### config.mk
export PLATFORM = sky130hd
export DESIGN_NAME = battle_phase_scheduler
export DESIGN_NICKNAME = d
export VERILOG_FILES = /design/src/rtl/battle_pkg.sv /design/src/rtl/frame_timer.sv /design/src/rtl/battle_phase_scheduler.sv
export SDC_FILE = /design/constraint.sdc
export NUM_CORES = 1
export LEC_CHECK = 0
export CORE_MARGIN = 3
export CORE_UTILIZATION = 40
export CTS_CLUSTER_DIAMETER = 200
export DETAILED_ROUTE_END_ITERATION = 8
export PLACE_DENSITY = 0.74
export SETUP_SLACK_MARGIN = 0.4
export SLEW_MARGIN = 20
export SYNTH_ARGS = -nofsm -noshare
export SYNTH_HDL_FRONTEND = slang
export SYNTH_SLANG_ARGS = --single-unit
### constraint.sdc
create_clock -name clk -period 2.77 [get_ports clk]
set_clock_uncertainty 0.15 [all_clocks]
set_input_delay 0.4155 -clock clk [delete_from_list [all_inputs] [get_ports clk]]
set_output_delay 0.4155 -clock clk [all_outputs]
set_load 0.03 [all_outputs]
### src/rtl/battle_pkg.sv
// ============================================================
// battle_pkg : battle state codes, menu commands, HP helper
// Rev 1.0
// ============================================================
`default_nettype none

package battle_pkg;

   typedef enum logic [3:0] {
      MENU   = 4'b0000,
      FIGHT  = 4'b0001,
      DAMAGE = 4'b0010,
      DIALOG = 4'b0011,
      DODGE  = 4'b0100,
      WIN    = 4'b0101,
      LOSE   = 4'b0110,
      IDLE   = 4'b1010
   } battle_state_t;

   localparam logic [1:0] CMD_FIGHT = 2'b00;
   localparam logic [1:0] CMD_ACT   = 2'b01;
   localparam logic [1:0] CMD_TALK  = 2'b10;
   localparam logic [1:0] CMD_MERCY = 2'b11;

   // Overkill damage clamps at zero instead of wrapping.
   function automatic logic [10:0] sat_sub(input logic [10:0] hp, input logic [10:0] dmg);
      return (dmg >= hp) ? 11'd0 : (hp - dmg);
   endfunction

endpackage

`default_nettype wire

### src/rtl/frame_timer.sv
// ============================================================
// frame_timer : counts VGA frame ticks up to a target, done level
// Rev 1.0
// ============================================================
`default_nettype none

module frame_timer (
   input  logic        clk,
   input  logic        rst,
   input  logic        clear_in,
   input  logic [10:0] hcount_in,
   input  logic [9:0]  vcount_in,
   input  logic [7:0]  target_in,
   output logic        done_out
);

   logic [7:0] count_q;
   logic [7:0] count_d;
   logic       frame_tick;

   assign frame_tick = (hcount_in == 11'd0) && (vcount_in == 10'd0);

   // Clear wins over a tick in the same cycle; the count parks at the target.
   always_comb begin
      count_d = count_q;
      if (clear_in) begin
         count_d = 8'd0;
      end else if (frame_tick && (count_q < target_in)) begin
         count_d = count_q + 8'd1;
      end
   end

   always_ff @(posedge clk or negedge rst) begin
      if (!rst) begin
         count_q <= 8'd0;
      end else begin
         count_q <= count_d;
      end
   end

   assign done_out = (count_q >= target_in);

endmodule

`default_nettype wire

### src/rtl/battle_phase_scheduler.sv
// ============================================================
// battle_phase_scheduler : battle turn sequencer, owns enemy HP and turns
// Rev 1.0
// ============================================================
`default_nettype none

module battle_phase_scheduler
   import battle_pkg::*;
#(
   parameter logic [10:0] MAX_HP        = 11'd1000,
   parameter logic [10:0] MERCY_HP      = 11'd200,
   parameter logic [7:0]  DAMAGE_FRAMES = 8'd60,
   parameter logic [7:0]  DIALOG_FRAMES = 8'd90
) (
   input  logic        clk,
   input  logic        rst,
   input  logic [10:0] hcount_in,
   input  logic [9:0]  vcount_in,
   input  logic        start_in,
   input  logic        menu_finished_in,
   input  logic [1:0]  menu_command_in,
   input  logic        fight_finished_in,
   input  logic [10:0] damage_in,
   input  logic        dodge_finished_in,
   input  logic [7:0]  player_hp_in,
   output logic [3:0]  state_out,
   output logic        phase_start_out,
   output logic [10:0] enemy_hp_out,
   output logic [7:0]  turn_count_out
);

   battle_state_t state_q, state_d;
   logic [10:0]   hp_q, hp_d;
   logic [7:0]    turn_q, turn_d;
   logic          phase_start_q, phase_start_d;
   logic [7:0]    frame_target;
   logic          frame_done;

   always_comb begin
      case (state_q)
         DAMAGE:  frame_target = DAMAGE_FRAMES;
         DIALOG:  frame_target = DIALOG_FRAMES;
         default: frame_target = 8'hFF;
      endcase
   end

   // Timer restarts on every state entry so each phase sees a fresh count.
   frame_timer u_frame_timer (
      .clk       (clk),
      .rst       (rst),
      .clear_in  (phase_start_d),
      .hcount_in (hcount_in),
      .vcount_in (vcount_in),
      .target_in (frame_target),
      .done_out  (frame_done)
   );

   always_comb begin
      state_d = state_q;
      hp_d    = hp_q;
      turn_d  = turn_q;
      case (state_q)
         IDLE: begin
            if (start_in) state_d = MENU;
         end
         MENU: begin
            if (menu_finished_in) begin
               case (menu_command_in)
                  CMD_FIGHT: state_d = FIGHT;
                  CMD_MERCY: state_d = (hp_q <= MERCY_HP) ? WIN : DIALOG;
                  default:   state_d = DIALOG;
               endcase
            end
         end
         FIGHT: begin
            if (fight_finished_in) begin
               hp_d    = sat_sub(hp_q, damage_in);
               state_d = DAMAGE;
            end
         end
         DAMAGE: begin
            if (frame_done) state_d = (hp_q == 11'd0) ? WIN : DIALOG;
         end
         DIALOG: begin
            if (frame_done) state_d = DODGE;
         end
         DODGE: begin
            // A dead player loses even if the dodge finished that same cycle.
            if (player_hp_in == 8'd0) begin
               state_d = LOSE;
            end else if (dodge_finished_in) begin
               state_d = MENU;
               if (turn_q != 8'hFF) turn_d = turn_q + 8'd1;
            end
         end
         WIN, LOSE: begin
            if (start_in) begin
               state_d = IDLE;
               hp_d    = MAX_HP;
               turn_d  = 8'd0;
            end
         end
         default: state_d = IDLE;
      endcase
      phase_start_d = (state_d != state_q);
   end

   always_ff @(posedge clk or negedge rst) begin
      if (!rst) begin
         state_q       <= IDLE;
         hp_q          <= MAX_HP;
         turn_q        <= 8'd0;
         phase_start_q <= 1'b0;
      end else begin
         state_q       <= state_d;
         hp_q          <= hp_d;
         turn_q        <= turn_d;
         phase_start_q <= phase_start_d;
      end
   end

   assign state_out       = state_q;
   assign phase_start_out = phase_start_q;
   assign enemy_hp_out    = hp_q;
   assign turn_count_out  = turn_q;

endmodule

`default_nettype wire

Word-level counts from Yosys, hierarchy flattened
Index checks and enable logic that the tools add are counted.
Widths: inputs -> output; s select.
{ "totals": {"reg_bits": 32, "inputBits": 48, "output_inout_bits": 24, "elab_cells": 65} }
{ "op_classes": {"add_sub_neg": 3, "order_cmp": 4, "eq_ne": 15, "muxes": 24, "n_reduce_logical": 14} }
{ "op_table": {"columns": ["cell", "count"], "rows": [
  ["$mux 8", 6],
  ["$mux 11", 3],
  ["$mux 4", 8],
  ["$pmux 8 s2", 2],
  ["$pmux 4 s7", 1],
  ["$logic_not 11->1", 2],
  ["$pmux 11 s2", 1],
  ["$add 8x1->8 const B", 2],
  ["$eq 4x3->1 const B", 3],
  ["$ge 11x11->1", 1],
  ["$le 11x8->1 const B", 1],
  ["$sub 11x11->11", 1],
  ["$logic_not 10->1", 1],
  ["$ne 2x2->1 const B", 5],
  ["$eq 4x2->1 const B", 2],
  ["$ge 8x8->1", 1],
  ["$logic_not 8->1", 1],
  ["$lt 8x8->1", 1],
  ["$ne 8x8->1 const B", 1],
  ["$mux 3", 2],
  ["$pmux 3 s2", 1],
  ["$reduce_bool 2->1", 3],
  ["$reduce_and 5->1", 1],
  ["$eq 4x1->1 const B", 1],
  ["8 further kinds", 9]
]} }

Depth between registers and ports, before layout
Gate-level depths: netlist of the first run.
{ "logic_depth": {"word_depth": 7, "mapped_depth": 11, "ltp_nobuf": 10} }

By module
Synthesis of the first run repeated with hierarchy kept, for this count alone.
{ "hier_totals": {"hier_cells": 315, "area_unflattened_um2": 2698.8} }
{ "by_module_without_submodules": {"columns": ["module", "n_inst", "cells_each", "area_per_inst_um2", "seq_area_each_um2"], "rows": [
  ["battle_phase_scheduler", 1, 230, 1979.4, 610.6],
  ["frame_timer", 1, 85, 719.4, 200.2]
]} }

Least setup slack after synthesis of the first run
Ideal clock, no wire load.
{ "synth_path": {"path_kind": "reg-to-reg", "from": "register state_q[1], in the netlist state_out[1]", "to": "register phase_start_q, in the netlist phase_start_out", "setup_time_ns": 0.124, "t_arrival_ns": 2.497, "required_time_ns": 2.496, "slack_ns": -0.001, "path_stages_with_launch": 11, "n_path_buf": 2, "synth_period_minus_slack_ns": 2.771, "cell_sequence": "dfstp_2 buf_4 buf_2 and3_1 ha_1 a21o_1 a31oi_1 o2111ai_1 o211ai_1 nand3_1 or2_1"} }
{ "synth_via": {"elab_chain_cells": 6, "word_cells_on_any_way": 21, "cone_classes": "order compare (1); eq/ne (8); mux (10); reduce/logical (2)"} }
{ "synth_rtl": {"columns": ["item", "line", "rtl"], "rows": [
  ["from (decl)", "battle_phase_scheduler.sv:32", "battle_state_t state_q, state_d;"],
  ["from (signal assigned)", "battle_phase_scheduler.sv:115", "state_q <= state_d;"],
  ["$eq 4x2->1", "battle_phase_scheduler.sv:40, battle_phase_scheduler.sv:62", null],
  ["$pmux 8 s2", "battle_phase_scheduler.sv:40", "case (state_q)"],
  ["$ge 8x8->1", "frame_timer.sv:41", "assign done_out = (count_q >= target_in);"],
  ["$mux 4 (on tied branches)", "battle_phase_scheduler.sv:85, battle_phase_scheduler.sv:82", null],
  ["$pmux 4 s7", "battle_phase_scheduler.sv:62", "case (state_q)"],
  ["$ne 4x4->1 (*)", "battle_phase_scheduler.sv:105", "phase_start_d = (state_d != state_q);"],
  ["via phase_start_d", "battle_phase_scheduler.sv:35", "logic phase_start_q, phase_start_d;"],
  ["to (signal assigned)", "battle_phase_scheduler.sv:118", "phase_start_q <= phase_start_d;"],
  ["to (decl)", "battle_phase_scheduler.sv:35", null]
]} }
The timed path passes the listed nets; every way through them passes the cells marked *.
A chain may end at the register's enable or synchronous reset.

Worst setup path after layout of the first run
{ "layout_path": {"from": "register state_q[3], in the netlist state_out[3]", "to": "register phase_start_q, in the netlist phase_start_out"} }
The elaborated chain is that of the path after synthesis.

==> summary.md, run 1 <==
| Metric | Value |
|---|---|
| Status | complete, no violations |
| Core area | 6100 sq um |
| Clock Root Buffer | clkbuf_8 |
| Vias in the first global route | 2585 |
| Register-to-Register Setup Slack | 0.22 ns |
| Rows | 28 |
| Power Total | 2.28 mW |
| Max Buffers Root-to-Sink | 2 |
| Register area share after synthesis | 31.3% |
| Total GRT Usage | 21.5% |
| Synth Instances | 299 |
| # fillers | 486 |
| Hold crit path type | input pin to async pin |
| CP endpoint kind | register |
| First-pass DRT Iterations | 6 |
| Share of layout cells above drive strength 1 | 26.0% |
| Most frequent cells in the layout | 68 x clkdlybuf4s50_1, 31 x buf_4, 20 x nor3_1, 20 x dfrtp_1, 19 x nand2_1 |
| Antenna cell count | 0 |
| Initial Utilization | 42.5% |
| # nets final | 476 |
| Max-cap viol count | 0 |
| HPWL Detailed | 5460 um |
| Largest net degree at the start of global routing | 33 |
| Syn_area_per_cell | 8.67 sq um |
| RSZ-0062 raised after global routing | yes |
| F_max | 0.392 GHz |
| Die Span Y | 86.5 um |
| Vias per inst | 5.70 |
| FF-to-FF path depth | 9 |
| Commonest non-fill, non-tap cell in the layout | clkdlybuf4s50_1 |
| Crit path depth | 9 |
| TritonCTS Buffers | 5 |
| DR vias | 2745 |
| Syn nets | 369 |
| Initial antenna violation count | 0 |
| FF+latch count, synth | 32 |
| EDFF count, synth | 0 |
| RePlAce Congestion | 0.874 |
| Worst Path Max Fanout | 5 |
| Area grow syn2layout | 56.3% |
| Least-Margin Pin Slew | 0.483 ns |
| Ys Warns | 0 |
| Crit path DAT | 2.59 ns |
| Final setup margin | 0.217 ns |
| Cts hold-fix bufs | 0 |
| Hold Slack | 0.365 ns |
| CP Buf/Inv Count | 1 |
| Worst slack, placed | -0.0121 ns |
| Slew headroom | 67.6% |
| Post-Syn Area | 2590 sq um |
| Type of the worst setup path | register to register |
| Final Non-Filler Cells | 482 |
| Clock Sinks | 32 |
| Detail Route Antenna Nets | 0 |
| Die width | 86.5 um |
| Layout Utilization | 66.5% |
| Dominant synthesized flop cell | dfrtp_1 |
| Startpoint Class | register |
| Pwr dens | 563 nW/um^2 |
| Fin crit period | 2.55 ns |
| Dpl cell area | 3530 sq um |
| Total grt overflow | 0 |
| Final Cell Area | 4050 sq um |
| Setup violators final | 0 |
| RR Endpoint | phase_start_out |
| CTS tree | done |
| Post-synth ARST share | 100% |
| Reg2reg start | state_out[3] |
| Crit-path cells | buf_12 > nor4b_4 > ha_1 > a21o_1 > a21oi_4 > o2111ai_4 > o211ai_1 > nand3_2 > or2_1 |
| Final worst-path cycle share | 92.2% |
| First-pass GRT wire length | 12700 um |
| WL per Instance | 16.9 um |
| Worst skew pair latency | 0.30 ns |
| Setup TNS | 0 ns |
| Placed Cells | 454 |
| CP max stage delay | 0.40 ns |
| Crit-path leading delay family | simple AND/OR/NAND/NOR gates |
| # port buffers | 71 |
| Number of top-level pins | 72 |
| Die area | 7490 sq um |
| Library cells used by synthesis | 57 |
| Crit path max-delay cell type | dfstp_2 |
| Final hold vios | 0 |
| Worst-path clk slew | 0.08 ns |
| Max-slew violations | 0 |
| Reg area | 816 sq um |
| DRT iter0 DRCs | 127 |
| Footprint of the multi-input gates | 1940 sq um |
| Max H-tree Level | 2 |
| Total detailed-routing wirelength | 8140 um |
| Maximum vdd drop | 0.489 mV |
| DR DRC count | 0 |
| Leakage Power | 1.71 nW |
| Critical Path RT | 2.80 ns |
[layer usage]
| metal | vias up | GRT usage [%] | share of wire, % |
|---|---|---|---|
| met3 | 14 | 4.85 | 7.1 |
| met2 | 109 | 35.4 | 48 |
| met4 | 0 | 5.38 | 1.9 |
| li1 | 1307 | - | - |
| met5 | - | 0 | 0 |
| met1 | 1315 | 28.7 | 43 |
[worst max-delay path by stage]
stage | start | end | slack (ns)
finish | state_out[3] | phase_start_out | 0.22
global route | state_out[3] | u_frame_timer.count_q[3] | 0.12
CTS | state_out[3] | phase_start_out | 0.25
detailed placement | damage_in[1] | enemy_hp_out[0] | -0.01
global placement | damage_in[0] | enemy_hp_out[8] | 0.05
floorplan | state_out[3] | phase_start_out | 0.13
[flip-flops by register name, indices dropped and copies added (netlist names)]
signal and count:
enemy_hp_out 11, turn_count_out 8, u_frame_timer.count_q 8, state_out 4, phase_start_out 1
[synthesized netlist by cell type, drive strengths merged (8+ instances only)]
cell type	number	area [sq um]
ha	21	263
xor2	10	95.1
o21ai	15	75.1
a21oi	10	50.1
nand3	15	75.1
dfstp	8	210
buf	9	52.6
nor2b	8	50.1
dfrtp	24	601
inv	22	82.6
xnor2	11	96.3
nor3	24	120
nand2	21	78.8
nor2	20	82.6
[worst reg2reg max path, stage by stage (launching register included)]
cell,delay (ns)
dfstp_2,0.40
buf_12,0.13
nor4b_4,0.29
ha_1,0.31
a21o_1,0.19
a21oi_4,0.16
o2111ai_4,0.14
o211ai_1,0.17
nand3_2,0.22
or2_1,0.28
[where the power goes]
part	switching [mW]	internal, mW	leakage, nW
clock network	0.197	0.266	0.0541
registers	0.0937	0.556	0.410
logic	0.609	0.562	1.24
total	0.900	1.38	1.71
[cells by family (layout without fill, tap and decap cells)]
kind of cell | count (synthesis) | after routing | synth area share [%]
DFF | 32 | 32 | 31.3
AOI/OAI and AO/OA | 62 | 62 | 17.1
buffers and inverters | 31 | 137 | 5.21
muxes | 3 | 3 | 1.16
and+or+nand+nor | 127 | 128 | 26.6
xor gates and xnor gates | 21 | 22 | 7.38
adders and majority gates | 23 | 23 | 11.3
[final cells by class]
| class | count | share of cell area, % |
|---|---|---|
| clock buffers | 5 | 1.70 |
| clock inverters | 3 | 1.05 |
| inverters | 22 | 2.04 |
| multi-input cells | 238 | 47.9 |
| flip-flops and latches | 32 | 20.1 |
| well taps | 75 | 2.31 |
| repair buffers | 107 | 24.9 |
[repair_timing]
item	4_1_cts	5_1_grt
pin swaps	20	13
gates cloned	3	0
buffers inserted	7	10
gates resized for setup	24	26
hold endpoints to repair	0	0
endpoints found under the setup margin	22	29
No activity file was read; power rests on OpenSTA's default activity.
==> run 2, diff against run 1 <==
Settings changed: SLEW_MARGIN 20 to 0.
==> results of run 2 <==
Final layout, timing and power as in run 1 (identical DEF).
